<file path="src/rtl/cpu_defs.sv">
// Shared definitions for the 8-bit bus CPU control path: opcodes, micro-step
// width and the bit layout of the packed 15-line control word.
package cpu_defs;

  localparam int STEP_W = 3;
  localparam int OPC_W  = 4;
  localparam int CW_W   = 15;

  localparam logic [OPC_W-1:0] OP_NOP   = 4'h0;
  localparam logic [OPC_W-1:0] OP_LDA   = 4'h1;
  localparam logic [OPC_W-1:0] OP_LDB   = 4'h2;
  localparam logic [OPC_W-1:0] OP_ADD   = 4'h3;
  localparam logic [OPC_W-1:0] OP_LDI   = 4'h4;
  localparam logic [OPC_W-1:0] OP_STA   = 4'h5;
  localparam logic [OPC_W-1:0] OP_JMP   = 4'h6;
  localparam logic [OPC_W-1:0] OP_MOVAB = 4'h7;
  localparam logic [OPC_W-1:0] OP_MOVAZ = 4'h8;
  localparam logic [OPC_W-1:0] OP_HLT   = 4'hF;

  localparam int CW_AI = 0;
  localparam int CW_AO = 1;
  localparam int CW_BI = 2;
  localparam int CW_BO = 3;
  localparam int CW_ZI = 4;
  localparam int CW_ZO = 5;
  localparam int CW_II = 6;
  localparam int CW_IO = 7;
  localparam int CW_CO = 8;
  localparam int CW_CE = 9;
  localparam int CW_J  = 10;
  localparam int CW_EO = 11;
  localparam int CW_MI = 12;
  localparam int CW_RI = 13;
  localparam int CW_RO = 14;

  typedef logic [CW_W-1:0] cw_t;

  // One-hot control word with only the given line asserted.
  function automatic cw_t cw_bit(input int idx);
    cw_t one;
    one    = {{(CW_W-1){1'b0}}, 1'b1};
    cw_bit = one << idx;
  endfunction

endpackage

</file>
<file path="src/rtl/microcode_rom.sv">
// Combinational microcode: {opcode, step} -> {control word, last step}.
// Steps past an opcode's end report last so the sequencer always recovers.
module microcode_rom
  import cpu_defs::*;
(
  input  logic [OPC_W-1:0]  opcode_i,
  input  logic [STEP_W-1:0] step_i,
  output logic [CW_W-1:0]   cw_o,
  output logic              last_o
);

  // Fetch is opcode-independent; the IR is only trusted from T2 on.
  always_comb begin
    cw_o   = {CW_W{1'b0}};
    last_o = 1'b0;
    case (step_i)
      3'd0: cw_o = cw_bit(CW_CO) | cw_bit(CW_MI);
      3'd1: cw_o = cw_bit(CW_RO) | cw_bit(CW_II) | cw_bit(CW_CE);
      default: begin
        case (opcode_i)
          OP_LDA, OP_LDB, OP_STA: begin
            case (step_i)
              3'd2: cw_o = cw_bit(CW_CO) | cw_bit(CW_MI);
              3'd3: cw_o = cw_bit(CW_RO) | cw_bit(CW_MI) | cw_bit(CW_CE);
              default: begin
                last_o = 1'b1;
                if (opcode_i == OP_LDA) begin
                  cw_o = cw_bit(CW_RO) | cw_bit(CW_AI);
                end else if (opcode_i == OP_LDB) begin
                  cw_o = cw_bit(CW_RO) | cw_bit(CW_BI);
                end else begin
                  cw_o = cw_bit(CW_AO) | cw_bit(CW_RI);
                end
              end
            endcase
          end
          OP_LDI, OP_JMP: begin
            if (step_i == 3'd2) begin
              cw_o = cw_bit(CW_CO) | cw_bit(CW_MI);
            end else begin
              last_o = 1'b1;
              if (opcode_i == OP_LDI) begin
                cw_o = cw_bit(CW_RO) | cw_bit(CW_AI) | cw_bit(CW_CE);
              end else begin
                cw_o = cw_bit(CW_RO) | cw_bit(CW_J);
              end
            end
          end
          OP_ADD: begin
            cw_o   = cw_bit(CW_EO) | cw_bit(CW_AI);
            last_o = 1'b1;
          end
          OP_MOVAB: begin
            cw_o   = cw_bit(CW_AO) | cw_bit(CW_BI);
            last_o = 1'b1;
          end
          OP_MOVAZ: begin
            cw_o   = cw_bit(CW_AO) | cw_bit(CW_ZI);
            last_o = 1'b1;
          end
          default: last_o = 1'b1;
        endcase
      end
    endcase
  end

endmodule

</file>
<file path="src/rtl/control_unit.sv">
// Microcoded fetch/decode/execute sequencer driving every datapath control line.
// Holds the step counter and halt flag; gates all controls with reset/run/halt.
module control_unit
  import cpu_defs::*;
(
  input  logic              clk,
  input  logic              reset,
  input  logic              run,
  input  logic [7:0]        instr,
  output logic              c_ai,
  output logic              c_ao,
  output logic              c_bi,
  output logic              c_bo,
  output logic              c_zi,
  output logic              c_zo,
  output logic              c_ii,
  output logic              c_io,
  output logic              c_co,
  output logic              c_ce,
  output logic              c_j,
  output logic              c_eo,
  output logic              c_mi,
  output logic              c_ri,
  output logic              c_ro,
  output logic              halt,
  output logic              instr_done,
  output logic [STEP_W-1:0] step
);

  logic [STEP_W-1:0] step_q, step_d;
  logic              halted_q, halted_d;
  logic [CW_W-1:0]   rom_cw_s, cw_s;
  logic              rom_last_s, active_s;
  logic [3:0]        unused_instr_s;

  assign unused_instr_s = instr[3:0];

  microcode_rom u_rom (
    .opcode_i (instr[7:4]),
    .step_i   (step_q),
    .cw_o     (rom_cw_s),
    .last_o   (rom_last_s)
  );

  assign active_s = ~reset & run & ~halted_q;

  // Next step / halt state; a frozen or halted sequencer simply holds.
  always_comb begin
    step_d   = step_q;
    halted_d = halted_q;
    if (active_s) begin
      if (rom_last_s) begin
        step_d = {STEP_W{1'b0}};
        if (instr[7:4] == OP_HLT) begin
          halted_d = 1'b1;
        end else begin
          halted_d = halted_q;
        end
      end else begin
        step_d = step_q + {{(STEP_W-1){1'b0}}, 1'b1};
      end
    end else begin
      step_d   = step_q;
      halted_d = halted_q;
    end
  end

  // State registers with synchronous reset.
  always_ff @(posedge clk) begin
    if (reset) begin
      step_q   <= {STEP_W{1'b0}};
      halted_q <= 1'b0;
    end else begin
      step_q   <= step_d;
      halted_q <= halted_d;
    end
  end

  assign cw_s       = active_s ? rom_cw_s : {CW_W{1'b0}};
  assign instr_done = active_s & rom_last_s;
  assign halt       = halted_q;
  assign step       = step_q;

  assign c_ai = cw_s[CW_AI];
  assign c_ao = cw_s[CW_AO];
  assign c_bi = cw_s[CW_BI];
  assign c_bo = cw_s[CW_BO];
  assign c_zi = cw_s[CW_ZI];
  assign c_zo = cw_s[CW_ZO];
  assign c_ii = cw_s[CW_II];
  assign c_io = cw_s[CW_IO];
  assign c_co = cw_s[CW_CO];
  assign c_ce = cw_s[CW_CE];
  assign c_j  = cw_s[CW_J];
  assign c_eo = cw_s[CW_EO];
  assign c_mi = cw_s[CW_MI];
  assign c_ri = cw_s[CW_RI];
  assign c_ro = cw_s[CW_RO];

endmodule

</file>
<file path="config.mk">
export PLATFORM = sky130hd
export DESIGN_NAME = control_unit
export DESIGN_NICKNAME = d
export VERILOG_FILES = /design/src/rtl/cpu_defs.sv /design/src/rtl/microcode_rom.sv /design/src/rtl/control_unit.sv
export SDC_FILE = /design/constraint.sdc
export NUM_CORES = 1
export LEC_CHECK = 0
export ABC_AREA = 0
export CAP_MARGIN = 20
export CELL_PAD_IN_SITES_DETAIL_PLACEMENT = 1
export CELL_PAD_IN_SITES_GLOBAL_PLACEMENT = 2
export CORE_MARGIN = 4
export CORE_UTILIZATION = 21
export DETAILED_ROUTE_END_ITERATION = 10
export HOLD_SLACK_MARGIN = 0.05
export PLACE_DENSITY = 0.86
export SETUP_SLACK_MARGIN = 0.3
export SLEW_MARGIN = 5
export SYNTH_ARGS = -nofsm -noshare
export SYNTH_HDL_FRONTEND = slang
export SYNTH_SLANG_ARGS = --single-unit
</file>
<file path="constraint.sdc">
create_clock -name clk -period 3.95 [get_ports clk]
set_input_delay 0.79 -clock clk [delete_from_list [all_inputs] [get_ports clk]]
set_output_delay 0.79 -clock clk [all_outputs]
set_load 0.02 [all_outputs]
</file>
### Word-level counts from Yosys, hierarchy flattened

Cells that the tools add are included.

* output and inout bits: 20
* input port bits: 11
* register bits: 4

* eq/ne operators: 12
* reduce and logical (&&, ||, !) cells: 6
* bitwise operators: 5
* add/subtract/negate cells: 1
* multiplexer cells: 13

Operator list (number)
* one-hot mux 15 bit (5 select lines): 1
* two-way mux 15 bit: 4
* one-hot mux 15 bit (2 select lines): 2
* == test 4 x 3 -> 1 bit (second input constant): 4
* two-way mux 11 bit: 1
* == test 4 x 2 -> 1 bit (second input constant): 2
* == test 4 bit (second input constant): 2
* == test 3 x 2 -> 1 bit (second input constant): 2
* OR reduction 2 bit: 3
* == test 4 x 1 -> 1 bit (second input constant): 1
* adder 3 x 1 -> 3 bit (second input constant): 1
* AND 1 bit: 3
* == test 3 x 1 -> 1 bit (second input constant): 1
* zero test 3 bit: 1
* two-way mux 1 bit: 3
* two-way mux 3 bit: 1
* AND reduction 3 bit: 1
* OR reduction 3 bit: 1
* NOT 1 bit: 2
* one-hot mux 1 bit (2 select lines): 1

### Logic depth before layout (Yosys ltp)

* word-level depth: 7
* depth in mapped cells: 6
* mapped depth without buffers: 6

### Modules after synthesis

From an unflattened synthesis, not the netlist that was laid out.

* cells, all modules: 93
* area, all modules: 660.6 µm²

Modules (own cells, without submodules)
* microcode_rom: cells each 56, times used 1, seq. area each 0.0 µm², area each 370.4 µm²
* control_unit: cells each 37, times used 1, seq. area each 80.1 µm², area each 290.3 µm²

### Least setup slack after synthesis

Ideal clock, no wire load.

* path kind: in2out
* start point: input port reset
* end point: output port c_ri
* arrival: 2.117 ns
* stages: 4
* path buffers: 2
* data required time: 3.160 ns
* path slack: 1.043 ns
* cells stage by stage: buf_6 -> or3b_4 -> buf_6 -> nor4_1

* longest elaborated chain between the ends: 4

Ends and longest elaborated chain
* from (decl): line control_unit.sv:7 `input logic reset,`
* NOT 1 bit: line control_unit.sv:45 `assign active_s = ~reset & run & ~halted_q;`
* AND 1 bit (2 in series): line control_unit.sv:45
* two-way mux 15 bit: line control_unit.sv:79 `assign cw_s = active_s ? rom_cw_s : {CW_W{1'b0}};`
* to (decl): line control_unit.sv:23 `output logic c_ri,`

Every way passes these cells.

### Final worst setup path

* start point: input port reset
* end point: output port c_zi

* longest elaborated chain between the ends: 4

Ends and longest elaborated chain
* NOT 1 bit: line control_unit.sv:45
* AND 1 bit (2 in series): line control_unit.sv:45
* two-way mux 15 bit: line control_unit.sv:79
* to (decl): line control_unit.sv:14 `output logic c_zi,`

Every way passes these cells.

==> results.md <==
- Status: finished clean
- CTS Buffer Depth: 2
- Total Wirelength: 1.89 mm
- Avg Cell Area, Syn: about 7.0 sq um
- DR iter-0 viols: 36
- Routed vias/inst: 4.78
- Number of synthesized flops with an enable pin: 0
- Port Buffers: 23
- Final nets: around 130
- Max Cap Violations: 0
- Clk root buf: clkbuf_4
- CTS Sinks: 4
- Sum of negative setup slack: 0 ps
- Design Area, Final: 902 sq um
- CP max stage cell: clkdlybuf4s50_1
- Mapped Area: between 600 and 700 sq um
- HP Start: step[0]$_SDFFE_PP0P_
- Area growth from synthesis to layout: 44.2%
- Slew margin rel.: approximately 66%
- Peak supply drop: about 0.064 mV
- Largest net degree at the start of global routing: 14
- Synth Area in Simple Gates: 33.8%
- Crit Path Max Fanout: 8
- Cell Area, Placed: about 860 sq um
- Slew Limit Fails: 0
- Final setup viols: 0
- Tmin final: 3530 ps
- Vias: 688
- Main combinational cell family by area after synthesis: simple AND/OR/NAND/NOR gates
- Skew-Pair Late Insertion Delay: ~230 ps
- Multiplexer share of the synthesized area: roughly 1.6%
- Complex-gate fraction of the synthesized area: between 20% and 30%
- Clock transition at path regs: 40 ps
- Remaining Overflow, GRT: 0
- Synth top area share: 12.8%
- Worst Hold Class: reg -> reg
- Reg2reg end: step[2]$_SDFFE_PP0P_
- Worst Path Required: between 3000 and 4000 ps
- Core Util, Final: between 30 and 40%
- Most common cell on crit path: clkdlybuf4s50_1
- FMAX: roughly 280 MHz
- Static Leakage: 0.000403 uW
- DIE HEIGHT: approximately 63 microns
- Setup WS post-layout: ~420 ps
- Syn. warnings: 0
- Syn Inst Count: 90
- Die Span X: around 63 microns
- Main flop type after synthesis: dfxtp_1
- H-Tree Depth: 1
- Die area: 0.00392 sq mm
- Register-to-Register Path Depth: 5
- DR pass1 iterations: 3
- Slowest stage delay, CP: about 600 ps
- WHS Endpoint: step[0]$_SDFFE_PP0P_
- Rows: 19
- Final antenna-violating net count: 0
- Setup CP Type: in -> out
- Flop-to-flop setup slack: about 2400 ps
- Cell Pwr Density: around 180 mW/mm^2
- GRT Overall Usage: a little under a tenth
- Cts bufs inserted: 3
- Synth area leaders: dfxtp_1, ha_1, nor2_1
- CTS tree: done
- Final worst-path cycle share: about nine tenths
- Diodes inserted: 0
- Initial Util: roughly 22%
- Top Ports: 31
- DP Worst Slack: 334 ps
- Setup crit end kind: output port
- Skew final: 1.16 ps
- Post-DR wirelength/cell: approximately 13 microns
- Startpoint types: input pin
- Worst Setup SP: reset
- Post-Synth XOR/XNOR Area: 1.40%
- Crit Reg-Reg Startpoint: step[1]$_SDFFE_PP0P_
- Vias in the first global route: between 600 and 700
- Hold buffers post-CTS: 0
- CP Cell Sequence: clkdlybuf4s50_1 > or3b_4 > nor2_1 > and3_1 > clkdlybuf4s50_1
- Hold Fails Final Rpt: 0
- Post-Synth Adder-Cell Area: about 10%
- Largest area contributor in the netlist: dfxtp_1
- Most numerous cell in the Yosys netlist: nor2_1
- DP Wirelength: between 1.5 and 2 mm
- Share of cells above drive strength 1: a little over a tenth
- RSZ-0062 raised after global routing: true
- Most instantiated cells after synthesis: nor2_1, inv_1, ha_1, nor3_1
- Core Area: 0.00281 sq mm
- Antenna violations before repair: 0
- Fill cells: 357
- GPL Wtd Cong: just under 0.8
- Worst-margin pin slew: 505 ps
- Crit path DAT: 2740 ps
- Async set or reset register ratio after synthesis: 0%
- Pwr Total: 166 uW
- Hold Crit Depth: 1
- Post-synth cell types: 36
- Drc violations: 0
- FF+latch count, synth: 4
- First-pass GRT wire length: 3.08 mm
- Sequential element share of the synthesized area: between 10% and 20%
## worst max-delay path: cells and delay by family
kind,cells,cell delay (ps)
and+or+nand+nor,3,800
buffers and inverters,2,1150
## layer usage
| layer | routed length [microns] | vias up | track usage (%) |
|---|---|---|---|
| met3 | 110 | 0 | 3.24 |
| li1 | - | 368 | - |
| met5 | 0 | - | 0 |
| met2 | 928 | 19 | 17.4 |
| met4 | 0 | 0 | 2.48 |
| met1 | 853 | 301 | 10.2 |
## cell families (layout without fill, tap and decap cells)
| kind of cell | count (synthesis) | after routing |
|---|---|---|
| flip-flops | 4 | 4 |
| XOR/XNOR | 1 | 1 |
| multiplexers | 1 | 1 |
| other | 1 | 3 |
| AO/OA/AOI/OAI | 22 | 22 |
| AND/OR/NAND/NOR | 39 | 39 |
| buffers and inverters | 17 | 38 |
| adder cells (fa/ha/maj) | 5 | 5 |
## flip-flops by register name (all words and copies together), names as in the netlist
name and flops:
halt 1, step 3
## report_power, final
part / switching [uW] / total [uW] / leakage [uW] / internal [uW]
sequential: 3.84 / 46.3 / 0.0000325 / 42.5
combinational: 39.2 / 70.3 / 0.000356 / 31.1
clock: 15.7 / 49.7 / 0.0000138 / 33.9
total: 58.8 / 166 / 0.000403 / 107
## worst max-delay path by stage
| stage | cells after the start | to | slack, ps |
|---|---|---|---|
| 6_report | 5 | c_zi | 420 |
| 3_3_place_gp | 4 | c_ri | 350 |
| 4_1_cts | 4 | c_ri | 330 |
| 5_1_grt | 5 | c_bi | 300 |
| 2_1_floorplan | 4 | c_ri | 1040 |
| 3_5_place_dp | 4 | c_ri | 330 |
## area by class of cell
| class | instances | area [sq um] | area share [%] |
|---|---|---|---|
| timing repair buffer | 28 | 275 | 30.5 |
| multi-input combinational | 71 | 459 | 50.9 |
| sequential | 4 | 80.1 | 8.88 |
| inverter | 7 | 26.3 | 2.91 |
| tap | 31 | 38.8 | 4.30 |
| clock buffer | 3 | 22.5 | 2.50 |
## cell usage in the layout (no fill, tap or decap), drive strengths merged, types with 2 or more instances in the layout
master          n
clkdlybuf4s50  20
nor2           10
inv             7
nor3            5
ha              5
buf             5
nand3           4
a31oi           4
nand2           4
dfxtp           4
nor4            3
o21ai           3
a21oi           3
and3            3
o41ai           3
conb            3
clkbuf          3
dlymetal6s2s    3
nor2b           2
or2             2
nand2b          2
nor3b           2
## stage by stage
| step | std cells | hold slack [ps] |
|---|---|---|
| 6_report | 144 | 594 |
| 3_3_place_gp | 139 | 580 |
| 3_5_place_dp | 139 | 598 |
| 5_1_grt | 144 | 652 |
| 4_1_cts | 142 | 602 |
| 2_1_floorplan | 92 | 646 |
## timing repair
| action | 4_1_cts | 5_1_grt |
|---|---|---|
| buffers inserted | 0 | 2 |
| gates resized for setup | 0 | 3 |
| endpoints found under the setup margin | 0 | 6 |
| hold endpoints to repair | 0 | 0 |
No activity file was read; power rests on OpenSTA's default activity.
